`src/rtl/gri_peak_window_sched.sv`:
```
// GRI pulse-group peak scheduler: acquires an anchor peak, then gates one search
// window per following pulse and forwards only in-window peaks to the phase decoder.
module gri_peak_window_sched #(
  parameter int unsigned PULSE_SPACING = 1000,
  parameter int unsigned MASTER_OFFSET = 9000,
  parameter int unsigned WIN_HALF      = 16,
  parameter int unsigned ACQ_LEN       = 2000
) (
  input  logic        sys_clk,
  input  logic        sys_rstn,
  input  logic        gri_valid,
  input  logic        gri_mxy,
  input  logic        sample_en,
  input  logic        peak_valid,
  input  logic [15:0] peak_index,
  output logic        win_en,
  output logic [3:0]  win_idx,
  output logic        peak_out_valid,
  output logic [15:0] peak_out_index,
  output logic        pulse_miss,
  output logic [3:0]  miss_cnt,
  output logic        group_done,
  output logic        group_abort,
  output logic [2:0]  dbg_state
);

  // Handshake: every strobe here is a single-cycle pulse with no back-pressure;
  // sample_en and peak_valid are sampled on the same edge, peak_out_valid
  // follows an accepted peak_valid by exactly one cycle.
  typedef enum logic [2:0] {
    S_IDLE  = 3'd0,
    S_ACQ   = 3'd1,
    S_GAP   = 3'd2,
    S_WIN   = 3'd3,
    S_DONE  = 3'd4,
    S_ABORT = 3'd5
  } state_t;

  localparam logic [16:0] L_SPACING = 17'(PULSE_SPACING);
  localparam logic [16:0] L_MASTER  = 17'(MASTER_OFFSET);
  localparam logic [16:0] L_HALF    = 17'(WIN_HALF);
  localparam logic [15:0] L_ACQ_LEN = 16'(ACQ_LEN);

  state_t      r_state;
  state_t      w_next;
  logic        r_gri_q;
  logic        r_gri_q2;
  logic [15:0] r_samp_cnt;
  logic [15:0] r_anchor;
  logic [15:0] r_poi;
  logic [3:0]  r_k;
  logic [3:0]  r_win_idx;
  logic [3:0]  r_miss_cnt;
  logic        r_mxy;
  logic        r_got;
  logic        r_pov;

  logic        w_start;
  logic        w_active;
  logic [3:0]  w_last_idx;
  logic [16:0] w_off;
  logic [16:0] w_open;
  logic [16:0] w_close;
  logic        w_force_abort;
  logic        w_open_hit;
  logic        w_close_evt;
  logic        w_accept;
  logic        w_miss;

  assign w_start    = r_gri_q & ~r_gri_q2;
  assign w_active   = r_state inside {S_ACQ, S_GAP, S_WIN};
  assign w_last_idx = r_mxy ? 4'd7 : 4'd8;

  // Bounds kept at 17 bits so a window past the 16-bit sample range shows as bit 16.
  assign w_off   = (r_k == 4'd8) ? L_MASTER : ({13'd0, r_k} * L_SPACING);
  assign w_open  = {1'b0, r_anchor} + w_off - L_HALF;
  assign w_close = {1'b0, r_anchor} + w_off + L_HALF;

  assign w_force_abort = w_active && !w_start &&
                         ((r_samp_cnt == 16'hFFFF) ||
                          (((r_state == S_GAP) || (r_state == S_WIN)) && w_close[16]));
  assign w_open_hit    = (r_state == S_GAP) && !w_start && !w_force_abort &&
                         (w_open == {1'b0, r_samp_cnt});
  assign w_close_evt   = (r_state == S_WIN) && !w_start && !w_force_abort && sample_en &&
                         (w_close == {1'b0, r_samp_cnt});
  // The opening cycle in GAP already counts as inside the window.
  assign w_accept      = peak_valid && !w_start && !w_force_abort &&
                         ((r_state == S_ACQ) || w_open_hit || ((r_state == S_WIN) && !r_got));
  assign w_miss        = w_close_evt && !r_got && !w_accept;

  always_comb begin
    w_next      = r_state;
    win_en      = 1'b0;
    win_idx     = r_win_idx;
    pulse_miss  = 1'b0;
    group_done  = 1'b0;
    group_abort = 1'b0;
    case (r_state)
      S_IDLE: begin
        if (w_start) w_next = S_ACQ;
      end
      S_ACQ: begin
        win_en = 1'b1;
        if (w_start)                       w_next = S_ACQ;
        else if (w_force_abort)            w_next = S_ABORT;
        else if (peak_valid)               w_next = S_GAP;
        else if (r_samp_cnt == L_ACQ_LEN)  w_next = S_ABORT;
      end
      S_GAP: begin
        if (w_open_hit) begin
          win_en  = 1'b1;
          win_idx = r_k;
        end
        if (w_start)            w_next = S_ACQ;
        else if (w_force_abort) w_next = S_ABORT;
        else if (w_open_hit)    w_next = S_WIN;
      end
      S_WIN: begin
        win_en     = 1'b1;
        pulse_miss = w_miss;
        if (w_start)            w_next = S_ACQ;
        else if (w_force_abort) w_next = S_ABORT;
        else if (w_close_evt)   w_next = (r_k == w_last_idx) ? S_DONE : S_GAP;
      end
      S_DONE: begin
        group_done = 1'b1;
        w_next     = w_start ? S_ACQ : S_IDLE;
      end
      S_ABORT: begin
        group_abort = 1'b1;
        w_next      = w_start ? S_ACQ : S_IDLE;
      end
      default: w_next = S_IDLE;
    endcase
    if (w_active && w_start) group_abort = 1'b1;
  end

  always_ff @(posedge sys_clk or negedge sys_rstn) begin
    if (!sys_rstn) begin
      r_state    <= S_IDLE;
      r_gri_q    <= 1'b0;
      r_gri_q2   <= 1'b0;
      r_samp_cnt <= 16'd0;
      r_anchor   <= 16'd0;
      r_k        <= 4'd0;
      r_win_idx  <= 4'd0;
      r_miss_cnt <= 4'd0;
      r_mxy      <= 1'b0;
      r_got      <= 1'b0;
      r_pov      <= 1'b0;
      r_poi      <= 16'd0;
    end else begin
      r_state  <= w_next;
      r_gri_q  <= gri_valid;
      r_gri_q2 <= r_gri_q;
      r_pov    <= w_accept;
      if (w_accept) r_poi <= peak_index;

      if (w_start)                                 r_samp_cnt <= 16'd0;
      else if ((r_state != S_IDLE) && sample_en)   r_samp_cnt <= r_samp_cnt + 16'd1;

      if (w_start) begin
        r_mxy      <= gri_mxy;
        r_anchor   <= 16'd0;
        r_k        <= 4'd0;
        r_win_idx  <= 4'd0;
        r_miss_cnt <= 4'd0;
        r_got      <= 1'b0;
      end else begin
        if ((r_state == S_ACQ) && w_accept) begin
          r_anchor <= peak_index;
          r_k      <= 4'd1;
        end
        if (w_open_hit) begin
          r_win_idx <= r_k;
          r_got     <= w_accept;
        end else if ((r_state == S_WIN) && w_accept) begin
          r_got <= 1'b1;
        end
        if (w_close_evt) begin
          r_got <= 1'b0;
          if (r_k != w_last_idx) r_k <= r_k + 4'd1;
        end
        if (w_miss && (r_miss_cnt != 4'd15)) r_miss_cnt <= r_miss_cnt + 4'd1;
      end
    end
  end

  assign peak_out_valid = r_pov;
  assign peak_out_index = r_poi;
  assign miss_cnt       = r_miss_cnt;
  assign dbg_state      = r_state;

endmodule

```
`config.mk`:
```
export PLATFORM = sky130hd
export DESIGN_NAME = gri_peak_window_sched
export DESIGN_NICKNAME = d
export VERILOG_FILES = /design/src/rtl/gri_peak_window_sched.sv
export SDC_FILE = /design/constraint.sdc
export NUM_CORES = 1
export LEC_CHECK = 0
export CAP_MARGIN = 20
export CORE_UTILIZATION = 35
export DETAILED_ROUTE_END_ITERATION = 12
export DONT_BUFFER_PORTS = 1
export PLACE_DENSITY = 0.55
export SLEW_MARGIN = 20
export SYNTH_ARGS = -nofsm -noshare
export SYNTH_HDL_FRONTEND = slang
export SYNTH_SLANG_ARGS = --single-unit
```
`constraint.sdc`:
```
create_clock -name sys_clk -period 17.43 [get_ports sys_clk]
set_clock_uncertainty 0.05 [all_clocks]
set_input_delay 0.8715 -clock sys_clk [delete_from_list [all_inputs] [get_ports sys_clk]]
set_output_delay 0.8715 -clock sys_clk [all_outputs]
set_load 0.05 [all_outputs]
```
==> results.sh <==
export IMPL_fillers=1584
export IMPL_hold_viol=0
export IMPL_drive_gt1_share_pct=11.93
export IMPL_die_w_um=128.5
export IMPL_ys_ff_latch=68
export IMPL_cts_root_buf="clkbuf_16"
export IMPL_slew_violations=0
export IMPL_finalSetupViolations=0
export IMPL_syn_to_final_growth_pct=9.408
export IMPL_gp_congestion=0.9261
export IMPL_leakage_uw=0.002730
export IMPL_syn_nets=682
export IMPL_netlist_instances=619
export IMPL_drc=0
export IMPL_clock_latency_ns=0.33
export IMPL_start_kind="register"
export IMPL_grt_usage_pct=19.26
export IMPL_drv_cap=0
export IMPL_criticalPathCategory="reg -> out"
export IMPL_ys_warnings_count=0
export IMPL_totalPowerFinal_uw=1032
export IMPL_dr_total_vias=4692
export IMPL_row_count=45
export IMPL_numCtsBuffers=9
export IMPL_wl_um=15020
export IMPL_core_um2=15430
export IMPL_ys_types=81
export IMPL_cts_max_level=3
export IMPL_worstPathArrival_ns=6.93
export IMPL_die_h_um=128.5
export IMPL_cts_tree="done"
export IMPL_grt_max_degree=69
export IMPL_grt_pass1_vias=4658
export IMPL_synthFlopType="dfrtp_1"
export IMPL_p_per_area_nw_per_um2=168.4
export IMPL_cts_sinks=68
export IMPL_drt_iter0_drc=267
export IMPL_clk_pin_slew_worst_paths_ns=0.06
export IMPL_diodes=0
export IMPL_synth_edf_count=0
export IMPL_grt_overflow=0
export IMPL_avgSynthCellArea_um2=9.045
export IMPL_ir_drop_uv=134.2
export IMPL_fin_nets=670
export IMPL_cts_setup_buffers=0
export IMPL_status="finished, final reports clean"
export IMPL_ios=54
export IMPL_antenna_found_initial=0
export IMPL_ctsHoldBuffers=0
export IMPL_required_ns=16.51
export IMPL_fin_crit_sh_pct=45.07
export IMPL_cp_max_fo=19
export IMPL_hold_class="in -> async"
export IMPL_max_slew_margin_rel_pct=39.50
export IMPL_grt_pass1_wl_um=24640
export IMPL_ys_seq_area_share_pct=30.39
export IMPL_place_port_buffers=0
export IMPL_post_cts_resized=0
export IMPL_viasPerCell=5.701
export IMPL_syn_area_um2=5599
export IMPL_fin_setup_tns_ns=0
export IMPL_max_freq_mhz=127.3
export IMPL_die_area_um2=16510
export IMPL_dr_pass1_iters=5
export IMPL_tightest_slew_ns=0.9058
export IMPL_synthArstFlopShare_pct=100.0
export IMPL_ant_nets=0
export IMPL_end_kind="output pin"
export IMPL_layout_min_cycle_time_ns=7.856
export IMPL_dp_hpwl_um=11550
export IMPL_cts_path_max_buffers=2
export IMPL_avgRoutedWirePerCell_um=18.25
export IMPL_start_util_pct=36.29
export IMPL_rsz0062_at_grt="false"
[sequential cells by signal, summed over array words and instances (netlist names)]
name	cells
r_samp_cnt	16
r_gri_q2	1
miss_cnt	4
peak_out_index	16
r_mxy	1
r_anchor	16
r_k	4
r_gri_q	1
r_got	1
dbg_state	3
peak_out_valid	1
r_win_idx	4
[cells in the mapped netlist, types with 4 or more instances]
| master | n | share of area (%) |
|---|---|---|
| dfrtp_1 | 68 | 30 |
| nand2_1 | 62 | 4.2 |
| nor2_1 | 58 | 3.9 |
| ha_1 | 33 | 7.4 |
| o21ai_0 | 33 | 2.9 |
| a21oi_1 | 30 | 2.7 |
| xnor2_1 | 24 | 3.8 |
| inv_1 | 22 | 1.5 |
| nor3_1 | 22 | 2.0 |
| xor2_1 | 22 | 3.4 |
| mux2_2 | 20 | 4.0 |
| clkbuf_1 | 16 | 1.1 |
| and3_1 | 14 | 1.6 |
| mux2i_1 | 12 | 2.1 |
| nand4_1 | 10 | 1.1 |
| nor4_1 | 10 | 1.1 |
| or3_1 | 10 | 1.1 |
| and2_1 | 8 | 0.89 |
| fa_1 | 8 | 2.9 |
| nand3_1 | 7 | 0.63 |
| buf_2 | 6 | 0.54 |
| nand2b_1 | 6 | 0.67 |
| o2111ai_1 | 6 | 0.94 |
| a21o_1 | 5 | 0.67 |
| o31ai_1 | 5 | 0.67 |
| o21a_1 | 4 | 0.54 |
| o21bai_1 | 4 | 0.54 |
| or2_2 | 4 | 0.45 |
| xnor3_1 | 4 | 1.6 |
[per-stage QoR]
stage | hold slack [ns] | util [%] | cells | cell area (µm²) | setup slack, ns
after global routing | 0.1646 | 39.71 | 823 | 6126 | 9.189
after detailed placement | 0.3504 | 37.49 | 807 | 5784 | 10.01
after floorplan | 0.3177 | - | 619 | 5599 | 10.07
after CTS | 0.1698 | 39.71 | 823 | 6126 | 9.622
final | 0.1795 | 39.71 | 823 | 6126 | 9.574
after global placement | 0.3311 | 37.49 | 807 | 5784 | 10.17
[layout by cell type, fill, tap and decap left out, drive strengths merged, types with 20 or more instances in the layout]
cell type,n
mux2,20
a21oi,30
nor3,23
nand2,62
xnor2,24
nor2,58
o21ai,36
ha,33
inv,22
xor2,22
dfrtp,68
[power by group]
| part | internal, µW | switching, µW | total [µW] | leakage [µW] |
|---|---|---|---|---|
| registers | 198 | 134 | 331 | 0.000890 |
| clock network | 140 | 71.6 | 212 | 0.000167 |
| logic | 200 | 289 | 489 | 0.00167 |
| total | 538 | 494 | 1030 | 0.00273 |
[layer usage]
layer | share of wire, % | track usage (%)
met5 | 0 | 0
met4 | 1.3 | 4.983
met3 | 6.2 | 4.116
met2 | 44 | 29.89
met1 | 49 | 27.15
[logic make-up after synthesis]
| kind of cell | Yosys count | share of synthesized area, % |
|---|---|---|
| AO/OA/AOI/OAI | 143 | 18.59 |
| XOR/XNOR | 51 | 9.229 |
| adder cells (fa/ha/maj) | 41 | 10.23 |
| buffers and inverters | 47 | 3.419 |
| flip-flops | 68 | 30.39 |
| multiplexers | 32 | 6.168 |
| AND/OR/NAND/NOR | 237 | 21.97 |
[cell type report]
class | instances | area, µm² | area share [%]
Multi-Input combinational cell | 504 | 3721 | 60.74
Sequential cell | 68 | 1702 | 27.78
Inverter | 22 | 82.58 | 1.348
Clock inverter | 6 | 112.6 | 1.838
Tap cell | 211 | 264.0 | 4.310
Timing Repair Buffer | 2 | 15.01 | 0.2451
Clock buffer | 10 | 229.0 | 3.738
[worst max-delay path, stage by stage (launching register included)]
cell and delay, ns:
dfrtp_1 0.60, fa_1 0.57, fa_1 0.49, ha_1 0.35
a21oi_1 0.21, inv_1 0.06, a21oi_1 0.17, o21bai_1 0.09
or2_2 0.27, and3_1 0.16, ha_1 0.40, a21oi_1 0.24
o21ai_0 0.21, a311oi_2 0.26, a221o_1 0.45, nand2_1 0.16
or4_1 0.57, nand4b_1 0.12, nor4_1 0.08, a31o_2 0.43
nor3_2 0.71
[final timing paths]
check | slack (ns) | cells past startpoint | to | startpoint
min in group sys_clk | 0.37 | 0 | r_gri_q2 | r_gri_q
max | 9.57 | 20 | pulse_miss | r_k[3]
min | 0.18 | 0 | miss_cnt[3] | sys_rstn
min reg2reg | 0.37 | 0 | r_gri_q2 | r_gri_q
max in group asynchronous | 17.05 | 0 | r_anchor[6] | sys_rstn
max reg2reg | 10.54 | 21 | miss_cnt[2] | r_k[3]
Power figures use the tool's default switching activity.
